<file path="config.mk">
export PLATFORM = sky130hd
export DESIGN_NAME = alu_issue_ctrl
export DESIGN_NICKNAME = d
export VERILOG_FILES = /design/src/rtl/alu_issue_ctrl.sv
export SDC_FILE = /design/constraint.sdc
export NUM_CORES = 1
export LEC_CHECK = 0
export CORE_MARGIN = 5
export CORE_UTILIZATION = 39
export CTS_BUF_LIST = sky130_fd_sc_hd__clkbuf_4 sky130_fd_sc_hd__clkbuf_8
export CTS_CLUSTER_SIZE = 10
export DETAILED_ROUTE_END_ITERATION = 16
export PLACE_DENSITY = 0.87
export SLEW_MARGIN = 20
export SYNTH_ARGS = -nofsm -noshare
export SYNTH_HDL_FRONTEND = slang
export SYNTH_SLANG_ARGS = --single-unit
</file>
<file path="constraint.sdc">
create_clock -name clock -period 4.2 [get_ports clock]
set_input_delay 0.84 -clock clock [delete_from_list [all_inputs] [get_ports clock]]
set_output_delay 0.84 -clock clock [all_outputs]
set_load 0.01 [all_outputs]
</file>
<file path="src/rtl/alu_issue_ctrl.sv">
// alu_issue_ctrl: sequences operand loads from the shared bus into the ALU,
// holds alu_exec for the operation's settle time, captures LO/HI into
// zlo/zhi and pulses done (with err for operations that were not executed).
// Optional feature macro: ALU_DIVZERO_CHECK_EN (reject DIV with B == 0).
module alu_issue_ctrl #(
    parameter int unsigned WIDTH       = 32,
    parameter int unsigned MULDIV_WAIT = 4
) (
    input  logic             clock,
    input  logic             clear,
    input  logic             start,
    input  logic [3:0]       op,
    input  logic [WIDTH-1:0] bus_in,
    output logic [3:0]       alu_opcode,
    output logic [WIDTH-1:0] alu_a,
    output logic [WIDTH-1:0] alu_b,
    output logic             alu_exec,
    input  logic [WIDTH-1:0] alu_result,
    input  logic [WIDTH-1:0] alu_hi,
    output logic [WIDTH-1:0] zlo,
    output logic [WIDTH-1:0] zhi,
    output logic             busy,
    output logic             done,
    output logic             err
);

    localparam logic [3:0] OP_MUL   = 4'b1011;
    localparam logic [3:0] OP_DIV   = 4'b1100;
    localparam logic [3:0] WAIT_CNT = 4'(MULDIV_WAIT);

    typedef enum logic [1:0] {
        IDLE,
        LOAD_B,
        EXEC,
        DONE
    } state_t;

    state_t           state, state_n;
    logic [3:0]       cnt, cnt_n;
    logic [3:0]       opcode_n;
    logic [WIDTH-1:0] a_n, b_n, zlo_n, zhi_n;
    logic             err_n;
    logic             is_muldiv;

    // State, operand, result and counter registers; everything clears asynchronously.
    always_ff @(posedge clock or posedge clear) begin
        if (clear) begin
            state      <= IDLE;
            cnt        <= '0;
            alu_opcode <= '0;
            alu_a      <= '0;
            alu_b      <= '0;
            zlo        <= '0;
            zhi        <= '0;
            err        <= 1'b0;
        end else begin
            state      <= state_n;
            cnt        <= cnt_n;
            alu_opcode <= opcode_n;
            alu_a      <= a_n;
            alu_b      <= b_n;
            zlo        <= zlo_n;
            zhi        <= zhi_n;
            err        <= err_n;
        end
    end

    // Next-state, register next values and state-decoded outputs.
    always_comb begin
        state_n   = state;
        cnt_n     = cnt;
        opcode_n  = alu_opcode;
        a_n       = alu_a;
        b_n       = alu_b;
        zlo_n     = zlo;
        zhi_n     = zhi;
        err_n     = err;
        alu_exec  = 1'b0;
        busy      = (state != IDLE);
        done      = 1'b0;
        is_muldiv = (alu_opcode == OP_MUL) || (alu_opcode == OP_DIV);

        unique case (state)
            IDLE: begin
                if (start) begin
                    a_n      = bus_in;
                    opcode_n = op;
                    state_n  = LOAD_B;
                end
            end

            LOAD_B: begin
                // B is always loaded, even for unary ops where it is unused.
                b_n = bus_in;
                if (alu_opcode > OP_DIV) begin
                    err_n   = 1'b1;
                    state_n = DONE;
                end
`ifdef ALU_DIVZERO_CHECK_EN
                else if ((alu_opcode == OP_DIV) && (bus_in == '0)) begin
                    err_n   = 1'b1;
                    state_n = DONE;
                end
`endif
                else begin
                    err_n   = 1'b0;
                    cnt_n   = is_muldiv ? WAIT_CNT : '0;
                    state_n = EXEC;
                end
            end

            EXEC: begin
                alu_exec = 1'b1;
                if (cnt != '0) begin
                    cnt_n = cnt - 4'd1;
                end else begin
                    zlo_n = alu_result;
                    if (is_muldiv) begin
                        zhi_n = alu_hi;
                    end
                    state_n = DONE;
                end
            end

            DONE: begin
                done    = 1'b1;
                // err is only meaningful alongside done; drop it on the way out.
                err_n   = 1'b0;
                state_n = IDLE;
            end

            default: begin
                state_n = IDLE;
            end
        endcase
    end

endmodule
</file>
==> results of run 1 <==
## layout make-up
| cell class | instances | area [sq um] |
|---|---|---|
| sequential | 139 | 3478 |
| multi-input combinational | 173 | 1937 |
| inverter | 7 | 30.03 |
| tap | 180 | 225.2 |
| clock inverter | 11 | 118.9 |
| clock buffer | 21 | 282.8 |
| timing repair buffer | 244 | 2440 |
| fill | 999 | 5369 |
## cell usage after synthesis
cell / instances
nor2b_1: 3
nand4_1: 2
and4bb_1: 1
o211ai_4: 1
mux2_2: 103
nand4b_1: 1
a2bb2oi_1: 1
buf_6: 3
or3b_2: 1
buf_4: 2
a211oi_1: 1
and3b_1: 1
nor3_1: 2
o2111a_1: 1
buf_2: 9
o31ai_1: 1
nand2_1: 2
inv_1: 7
nor2_1: 2
o211ai_1: 2
ha_1: 6
o2111ai_1: 2
o21ai_0: 3
nand2b_1: 2
mux2_4: 30
o311ai_0: 2
nor3b_2: 1
dfrtp_1: 139
a21oi_1: 2
clkbuf_1: 1
## worst max-delay path, delay by kind of cell, from the launching register on
family / cells / cell delay, ns
flops: 1 / 0.43
fa+ha+maj: 1 / 0.41
buf+inv: 2 / 0.78
## sequential cells by signal, summed over array words and instances (netlist names)
name        flops
alu_a          32
alu_opcode      4
zlo            32
state           2
err             1
alu_b          32
cnt             4
zhi            32
## worst paths after layout
path	to	slack, ns	cells past startpoint
max	alu_exec	1.32	3
min	zlo[21]	0.51	1
max reg2reg	zhi[0]	1.89	6
min reg2reg	zlo[21]	0.51	1
max in group asynchronous	zlo[24]	2.33	3
min in group asynchronous	zhi[12]	0.96	2
## power by group through the flow
| stage | sequential (mW) | clock (mW) | combinational (mW) |
|---|---|---|---|
| finish | 2.43 | 1.07 | 3.28 |
| global route | 2.52 | 1.16 | 3.51 |
| CTS | 2.43 | 1.10 | 3.33 |
| detailed placement | 2.46 | 0 | 3.31 |
| global placement | 2.40 | 0 | 3.22 |
| floorplan | 2.72 | 0 | 1.26 |
## kinds of logic after synthesis
logic type | count (synthesis)
flops | 139
compound gates | 16
simple gates | 18
mux | 133
fa+ha+maj | 6
buf+inv | 22
## routing by layer
layer,up-vias,track usage,wire (um)
met2,175,0.2924,7128
li1,1688,-,-
met5,-,0,0
met3,21,0.07749,1619
met4,0,0.06733,274
met1,1861,0.1895,5220
==> results.py, run 1 <==
metrics = {
    "detailed_routing": {
        "post-route-drc-count": 0,
        "totalWireLength_mm": 14.24,
        "initialDrtViolationCount": 154,
        "drt_first_pass_iters": 7,
        "drtAntennaViolNets": 0,
        "vias": 3745,
        "wl_per_cell_um": 18.38,
        "viasPerCell": 4.832,
    },
    "synthesis": {
        "yosys.area_share.adder": 0.01355,
        "synth_top_area_share": 0.6280,
        "synth_xor_area_frac": 0,
        "synthTopCellsByArea": "dfrtp_1, mux2_2, mux2_4",
        "synthCells": 334,
        "ys_warn_count": 0,
        "synthesis.area_sq_um": 5539,
        "synth.avg_cell_area_sq_um": 16.58,
        "synth_nets": 443,
        "ys_ff_latch": 139,
        "netlist.top_cell.by_area": "dfrtp_1",
        "synthMuxAreaShare": 0.2907,
        "ys_seq_area_frac": 0.6280,
        "synth_compound_area_frac": 0.02372,
        "synthSimpleGateAreaFrac": 0.02169,
        "synth_top_family_by_area": "multiplexers",
        "synth_cell_type_count": 30,
    },
    "cells_and_area": {
        "antenna_cells": 0,
        "layout-drive-gt1-share": 0.2941,
        "fin_util": 0.6132,
        "layout_commonest_cell": "clkdlybuf4s50_1",
        "finalInstanceArea_sq_um": 8512,
        "layout_common_cells": "clkdlybuf4s50_1, dfrtp_1, mux2_2",
        "final_cells": 775,
        "num-nets-final": 691,
        "areaGrowthSynthToFinish_pct": 53.67,
    },
    "placement": {
        "gp_congestion": 0.8462,
        "dp.cells": 743,
        "dpl.hpwl_mm": 10.72,
        "port_buffers": 238,
        "dp_worst_setup_slack_ns": 1.754,
        "placed_area_sq_um": 8110,
    },
    "power_and_ir_drop": {
        "netSwitchingFraction": 0.3097,
        "p_comb_frac": 0.484,
        "clkPwrFrac": 0.157,
        "ir_worst_vdd_uv": 495.2,
        "p_int_mw": 4.677,
        "power_density_nw_per_um2": 796.0,
        "p_total_mw": 6.775,
        "power_switching_mw": 2.098,
        "seqPwrFrac": 0.358,
        "p_leak_nw": 3.620,
    },
    "global_routing": {
        "grt_pass1_vias": 4246,
        "antenna_found_initial": 0,
        "gr-total-overflow": 0,
        "track_usage": 0.1723,
        "grt_pass1_wl_mm": 22.34,
        "grt_max_degree": 71,
    },
    "timing": {
        "layout_worst_path_cycle_share": 0.6866,
        "maxSlewViolCount": 0,
        "rsz0062_at_grt": "no",
        "max_freq_ghz": 0.3468,
        "setup_tns_ns": 0,
        "worst_pin_slew_ns": 0.9401,
        "hold_slack_ns": 0.5078,
        "setup_ws_ns": 1.316,
        "hold_violations": 0,
        "min_period_ns": 2.884,
        "relSlewSlack": 0.3720,
        "clock_skew_ns": 0.009830,
        "finalSetupViolations": 0,
    },
    "run": {
        "cap_violations": 0,
    },
    "worst_setup_path": {
        "timing.rr.start": "state[0]",
        "crit_path_max_incr_delay_ns": 0.63,
        "cp_data_required_time_ns": 3.36,
        "startpoint": "state[0]",
        "start_kind": "flip-flop",
        "cp_slowest_cell": "clkdlybuf4s50_1",
        "cp_data_arrival_time_ns": 2.04,
        "end_kind": "output pin",
        "cp_max_fo": 11,
        "path_cells": "inv_1, ha_1, clkdlybuf4s50_1",
        "crit_type": "flip-flop to output pin",
    },
    "clock_network": {
        "cts_sinks": 139,
        "cts_inserted_buffers": 17,
        "htree_levels": 4,
        "clkLatencyLatePin_ns": 0.43,
        "cts_tree": "done",
        "post_cts_buffers": 0,
        "ctsRootBufferMaster": "clkbuf_8",
        "cts-hold-fix-buffers": 0,
        "clockBufferDepth": 2,
        "clk_pin_slew_worst_paths_ns": 0.08,
        "ctsResizeCount": 0,
    },
    "run_status": {
        "status": "finished, final reports clean",
    },
    "floorplan": {
        "die-height_um": 129.2,
        "core_sq_um": 13880,
        "die_area_sq_um": 16690,
        "die_x_um": 129.2,
        "initial_utilization": 0.3990,
        "pin_count": 239,
        "rows": 43,
    },
    "worst_hold_path": {
        "hp-start": "zlo[21]",
        "hp-class": "flip-flop to flip-flop",
    },
}
Power figures use the tool's default switching activity.
==> run 2: changes to the inputs <==
==> constraint.sdc (replaced) <==
create_clock -name clock -period 2.45 [get_ports clock]
set_input_delay 0.49 -clock clock [delete_from_list [all_inputs] [get_ports clock]]
set_output_delay 0.49 -clock clock [all_outputs]
set_load 0.01 [all_outputs]
==> run 2 against run 1 <==
Against the previous run: count of clock-buffer cells in the layout rose by 4; cell count rose by 0.13%; utilization rose by 0.40 points; sequential cell count did not move; clock skew fell by 0.0012 ns; non-clock buffer count rose by 2; total power rose by 73%; hold slack got worse by 0.0031 ns; critical path type unchanged; critical endpoint is now busy; largest cell class unchanged; highest routed layer is now met5.
==> results.py, run 2 (synthesized netlist as in run 1, its figures left out) <==
metrics = {
    "run_status": {
        "status": "finished, final reports clean",
    },
    "floorplan": {
        "die-height_um": 129.2,
        "die_x_um": 129.2,
        "core_sq_um": 13880,
        "die_area_sq_um": 16690,
        "pin_count": 239,
        "rows": 43,
        "initial_utilization": 0.3990,
    },
    "worst_setup_path": {
        "rr_endpoint": "zhi[5]",
        "r2r_setup_slack_ns": 0.45,
        "crit_path_max_incr_delay_ns": 0.54,
        "timing.rr.start": "state[0]",
        "crit_type": "flip-flop to output pin",
        "cp_max_fo": 4,
        "cp_data_required_time_ns": 1.96,
        "path_cells": "inv_1, ha_1, inv_1, clkdlybuf4s50_1",
        "start_kind": "flip-flop",
        "critPathTopFamily": "buffers and inverters",
        "cp_common_cell": "inv_1",
        "end_kind": "output pin",
        "cp_slowest_cell": "clkdlybuf4s50_1",
        "cp_data_arrival_time_ns": 1.81,
        "worstRegToRegCells": 6,
        "cp_num_buf_inv": 3,
    },
    "timing": {
        "finalSetupViolations": 0,
        "layout_worst_path_cycle_share": 0.9386,
        "hold_violations": 0,
        "rsz0062_at_grt": "no",
        "setup_tns_ns": 0,
        "maxSlewViolCount": 0,
        "worst_pin_slew_ns": 0.5766,
        "min_period_ns": 2.300,
        "hold_slack_ns": 0.5047,
        "relSlewSlack": 0.6137,
        "clock_skew_ns": 0.008615,
        "max_freq_ghz": 0.4349,
    },
    "cells_and_area": {
        "layout-drive-gt1-share": 0.2953,
        "layout_common_cells": "clkdlybuf4s50_1, dfrtp_1, mux2_2",
        "layout_commonest_cell": "clkdlybuf4s50_1",
        "areaGrowthSynthToFinish_pct": 54.66,
        "final_cells": 776,
        "antenna_cells": 0,
        "num-nets-final": 693,
    },
    "global_routing": {
        "track_usage": 0.1739,
        "grt_pass1_vias": 4215,
        "gr-total-overflow": 0,
        "grt_pass1_wl_mm": 22.69,
        "antenna_found_initial": 1,
        "grt_max_degree": 71,
    },
    "detailed_routing": {
        "wl_per_cell_um": 18.26,
        "totalWireLength_mm": 14.17,
        "initialDrtViolationCount": 135,
        "viasPerCell": 4.853,
        "drt_first_pass_iters": 4,
        "drtAntennaViolNets": 0,
        "vias": 3766,
        "post-route-drc-count": 0,
    },
    "worst_hold_path": {
        "hold_path_depth": 1,
        "hp-class": "flip-flop to flip-flop",
        "holdPathEnd": "zlo[21]",
        "hp-start": "zlo[21]",
    },
    "clock_network": {
        "clk_pin_slew_worst_paths_ns": 0.07,
        "cts_tree": "done",
        "ctsRootBufferMaster": "clkbuf_8",
        "clockBufferDepth": 2,
        "cts-hold-fix-buffers": 0,
        "cts_inserted_buffers": 17,
        "htree_levels": 4,
        "cts_sinks": 139,
        "clkLatencyLatePin_ns": 0.42,
    },
    "placement": {
        "port_buffers": 238,
        "dp.cells": 745,
        "gp_congestion": 0.8397,
        "dpl.hpwl_mm": 10.66,
    },
    "power_and_ir_drop": {
        "p_leak_nw": 3.663,
        "power_density_nw_per_um2": 1365,
        "ir_worst_vdd_uv": 733.6,
    },
    "run": {
        "cap_violations": 0,
    },
}
-- run 2: where the power goes --
group          internal (mW)  switching, mW  leakage (nW)  total [mW]
logic                   3.57           2.08          1.82        5.65
registers               3.49          0.700          1.63        4.19
clock network           1.05          0.804         0.210        1.86
total                   8.11           3.59          3.66        11.7
-- run 2: worst max path at each step --
stage / depth (start not counted) / slack, ns / startpoint / to
final: 4 / 0.15 / state[0] / busy
after global routing: 4 / 0.02 / state[0] / busy
after CTS: 4 / 0.10 / state[0] / busy
after detailed placement: 6 / 0.46 / state[0] / zhi[5]
after global placement: 4 / 0.53 / start / alu_a[24]
after floorplan: 1 / 0.22 / clear / alu_a[0]
-- run 2: cell type report --
class | count | area [sq um]
Timing Repair Buffer | 246 | 2491
Inverter | 7 | 30.03
Sequential cell | 139 | 3478
Fill cell | 1053 | 5314
Tap cell | 180 | 225.2
Clock inverter | 6 | 86.33
Clock buffer | 25 | 319.1
Multi-Input combinational cell | 173 | 1937
-- run 2: what timing repair did --
action	4_1_cts	5_1_grt
gates resized for setup	1	0
setup endpoints to repair	1	0
buffers inserted	0	0
-- run 2: routing by layer --
metal	share of wire	vias to the layer above	wire length, um	track usage
met3	0.11	24	1550	0.06925
li1	-	1698	-	-
met4	0.018	2	253	0.05991
met5	0.00092	-	13	0
met2	0.50	175	7117	0.2973
met1	0.37	1867	5234	0.1987
-- run 2: metrics by stage --
| step | area (sq um) | worst slack [ns] | total power [mW] | util |
|---|---|---|---|---|
| 2_1_floorplan | 5543 | 0.2249 | 6.822 | - |
| 3_3_place_gp | 8163 | 0.5277 | 9.695 | 0.5881 |
| 3_5_place_dp | 8163 | 0.4576 | 9.938 | 0.5881 |
| 4_1_cts | 8567 | 0.1021 | 11.86 | 0.6172 |
| 5_1_grt | 8567 | 0.01956 | 12.40 | 0.6172 |
| 6_report | 8567 | 0.1504 | 11.69 | 0.6172 |
==> run 3: changes to the inputs <==
--- a/config.mk
+++ b/config.mk
@@ -5,6 +5,7 @@
 export SDC_FILE = /design/constraint.sdc
 export NUM_CORES = 1
 export LEC_CHECK = 0
+export ABC_AREA = 1
 export CORE_MARGIN = 5
 export CORE_UTILIZATION = 39
 export CTS_BUF_LIST = sky130_fd_sc_hd__clkbuf_4 sky130_fd_sc_hd__clkbuf_8
==> run 3 against run 2 <==
Against the previous run: synthesized area down 0.61%; sequential share of layout area up 0.42 points; sequential cell count unchanged; clock skew about the same; cell count up 33%; design area down 0.98%; critical endpoint unchanged.
==> results.py, run 3 <==
metrics = {
    "synthesis": {
        "synth_top_area_share": 0.6318,
        "synthMuxAreaShare": 0.006136,
        "synth_xor_area_frac": 0,
        "ys.flop_type": "dfrtp_1",
        "synthCells": 603,
        "netlist.top_cell.by_area": "dfrtp_1",
        "ys_seq_area_frac": 0.6318,
        "ys_warn_count": 0,
        "synth.most_common_cell": "nand2_1",
        "synth_common_cells": "nand2_1, dfrtp_1, inv_1, nand3_1, o21ai_0",
        "synth_compound_area_frac": 0.06409,
        "synth_top_family_by_area": "simple AND/OR/NAND/NOR gates",
        "async_flop_share": 1.000,
        "synth_nets": 712,
        "ys_ff_latch": 139,
        "synthesis.area_sq_um": 5505,
        "synth_cell_type_count": 18,
        "synth_edf_count": 0,
        "yosys.area_share.adder": 0.01364,
        "synthTopCellsByArea": "dfrtp_1, nand2_1, nand3_1",
        "synth.avg_cell_area_sq_um": 9.130,
        "synthSimpleGateAreaFrac": 0.2191,
    },
    "global_routing": {
        "track_usage": 0.1845,
        "busiest_layer": "met2",
        "grt_use_met3": 0.05562,
        "grt_pass1_vias": 4756,
        "use_met1": 0.2340,
        "gr-total-overflow": 0,
        "grt_pass1_wl_mm": 24.20,
        "grt_use_met2": 0.2909,
        "grt_max_degree": 58,
        "antenna_found_initial": 0,
    },
    "worst_setup_path": {
        "cp_data_required_time_ns": 1.96,
        "crit_type": "flip-flop to output pin",
        "cp_slowest_cell": "clkdlybuf4s50_1",
        "startpoint": "state[0]",
        "cp_data_arrival_time_ns": 1.77,
        "critPathTopFamily": "buffers and inverters",
        "start_kind": "flip-flop",
        "crit_path_max_incr_delay_ns": 0.53,
        "cp_common_cell": "inv_1",
        "end_kind": "output pin",
        "timing.rr.start": "state[0]",
        "path_cells": "inv_1, ha_1, inv_1, clkdlybuf4s50_1",
        "cp_max_fo": 5,
        "cp_num_buf_inv": 3,
    },
    "floorplan": {
        "pin_count": 239,
        "core_sq_um": 13880,
        "initial_utilization": 0.3966,
        "die_area_sq_um": 16590,
        "rows": 43,
        "die_x_um": 128.8,
        "die-height_um": 128.8,
    },
    "timing": {
        "maxSlewViolCount": 0,
        "min_period_ns": 2.262,
        "layout_worst_path_cycle_share": 0.9233,
        "max_freq_ghz": 0.4421,
        "finalSetupViolations": 0,
        "hold_violations": 0,
        "worst_pin_slew_ns": 0.4822,
        "rsz0062_at_grt": "no",
        "setup_tns_ns": 0,
        "clock_skew_ns": 0.008629,
        "relSlewSlack": 0.6785,
    },
    "detailed_routing": {
        "vias": 4746,
        "drtAntennaViolNets": 0,
        "totalWireLength_mm": 15.02,
        "post-route-drc-count": 0,
        "initialDrtViolationCount": 224,
        "wl_per_cell_um": 14.54,
        "drt_first_pass_iters": 4,
        "viasPerCell": 4.594,
    },
    "clock_network": {
        "clk_pin_slew_worst_paths_ns": 0.08,
        "clkLatencyLatePin_ns": 0.43,
        "cts_sinks": 139,
        "post_cts_buffers": 0,
        "htree_levels": 4,
        "ctsRootBufferMaster": "clkbuf_8",
        "clockBufferDepth": 2,
        "cts_tree": "done",
        "cts_inserted_buffers": 17,
    },
    "cells_and_area": {
        "layout-drive-gt1-share": 0.05979,
        "num-nets-final": 950,
        "final_cells": 1033,
        "layout_common_cells": "nand2_1, clkdlybuf4s50_1, dfrtp_1",
        "areaGrowthSynthToFinish_pct": 54.09,
        "layout_commonest_cell": "nand2_1",
        "antenna_cells": 0,
    },
    "run_status": {
        "status": "finished, final reports clean",
    },
    "placement": {
        "dpl.hpwl_mm": 10.85,
        "port_buffers": 238,
        "dp.cells": 1002,
        "gp_congestion": 0.8010,
    },
    "power_and_ir_drop": {
        "p_leak_nw": 4.102,
        "power_density_nw_per_um2": 1330,
        "ir_worst_vdd_uv": 629.9,
    },
    "run": {
        "cap_violations": 0,
    },
    "worst_hold_path": {
        "hp-class": "input pin to asynchronous set/reset pin",
    },
}
[run 3: timing repair]
| action | 4_1_cts | 5_1_grt |
|---|---|---|
| gates resized for setup | 1 | 2 |
| hold buffers | 0 | 0 |
| setup endpoints to repair | 1 | 2 |
| pin swaps | 0 | 0 |
[run 3: cell families after synthesis]
group | count (synthesis)
simple gates | 307
flops | 139
buf+inv | 78
compound gates | 70
fa+ha+maj | 6
mux | 3
[run 3: per-layer routing]
metal	up-vias	wire (um)
met5	-	0
met1	2194	6298
met3	32	1027
met2	171	7208
li1	2349	-
met4	0	485
[run 3: where the power goes]
| part | switching (mW) | internal (mW) | leakage [nW] |
|---|---|---|---|
| registers | 0.633 | 3.43 | 1.69 |
| logic | 2.60 | 2.73 | 2.22 |
| clock network | 0.859 | 1.03 | 0.197 |
[run 3: stage by stage]
step / hold WS, ns / setup WS, ns / util / total power, mW / area, sq um
6_report: 0.4220 / 0.1879 / 0.6111 / 11.29 / 8483
5_1_grt: 0.4112 / 0.05472 / 0.6111 / 12.15 / 8483
4_1_cts: 0.4017 / 0.04518 / 0.6109 / 11.45 / 8479
3_5_place_dp: 0.4581 / 0.4499 / 0.5816 / 9.492 / 8073
3_3_place_gp: 0.4526 / 0.5053 / 0.5816 / 9.304 / 8073
2_1_floorplan: 0.4489 / 0.2249 / - / 6.513 / 5509
[run 3: final timing paths]
check                          end  slack, ns  cells after the start
min reg2reg                zhi[15]       0.47                      2
min                        zhi[18]       0.42                      2
max                           busy       0.19                      4
min in group clock         zhi[15]       0.47                      2
max in group asynchronous   zlo[9]       1.46                      3
max reg2reg                 cnt[3]       0.70                      8
[run 3: layout make-up]
cell class / instances / area (sq um)
repair buffers: 249 / 2517
well taps: 180 / 225.2
clock buffers: 19 / 255.2
clock inverters: 12 / 148.9
multi-input cells: 386 / 1673
fillers: 1182 / 5398
inverters: 48 / 183.9
flip-flops and latches: 139 / 3480
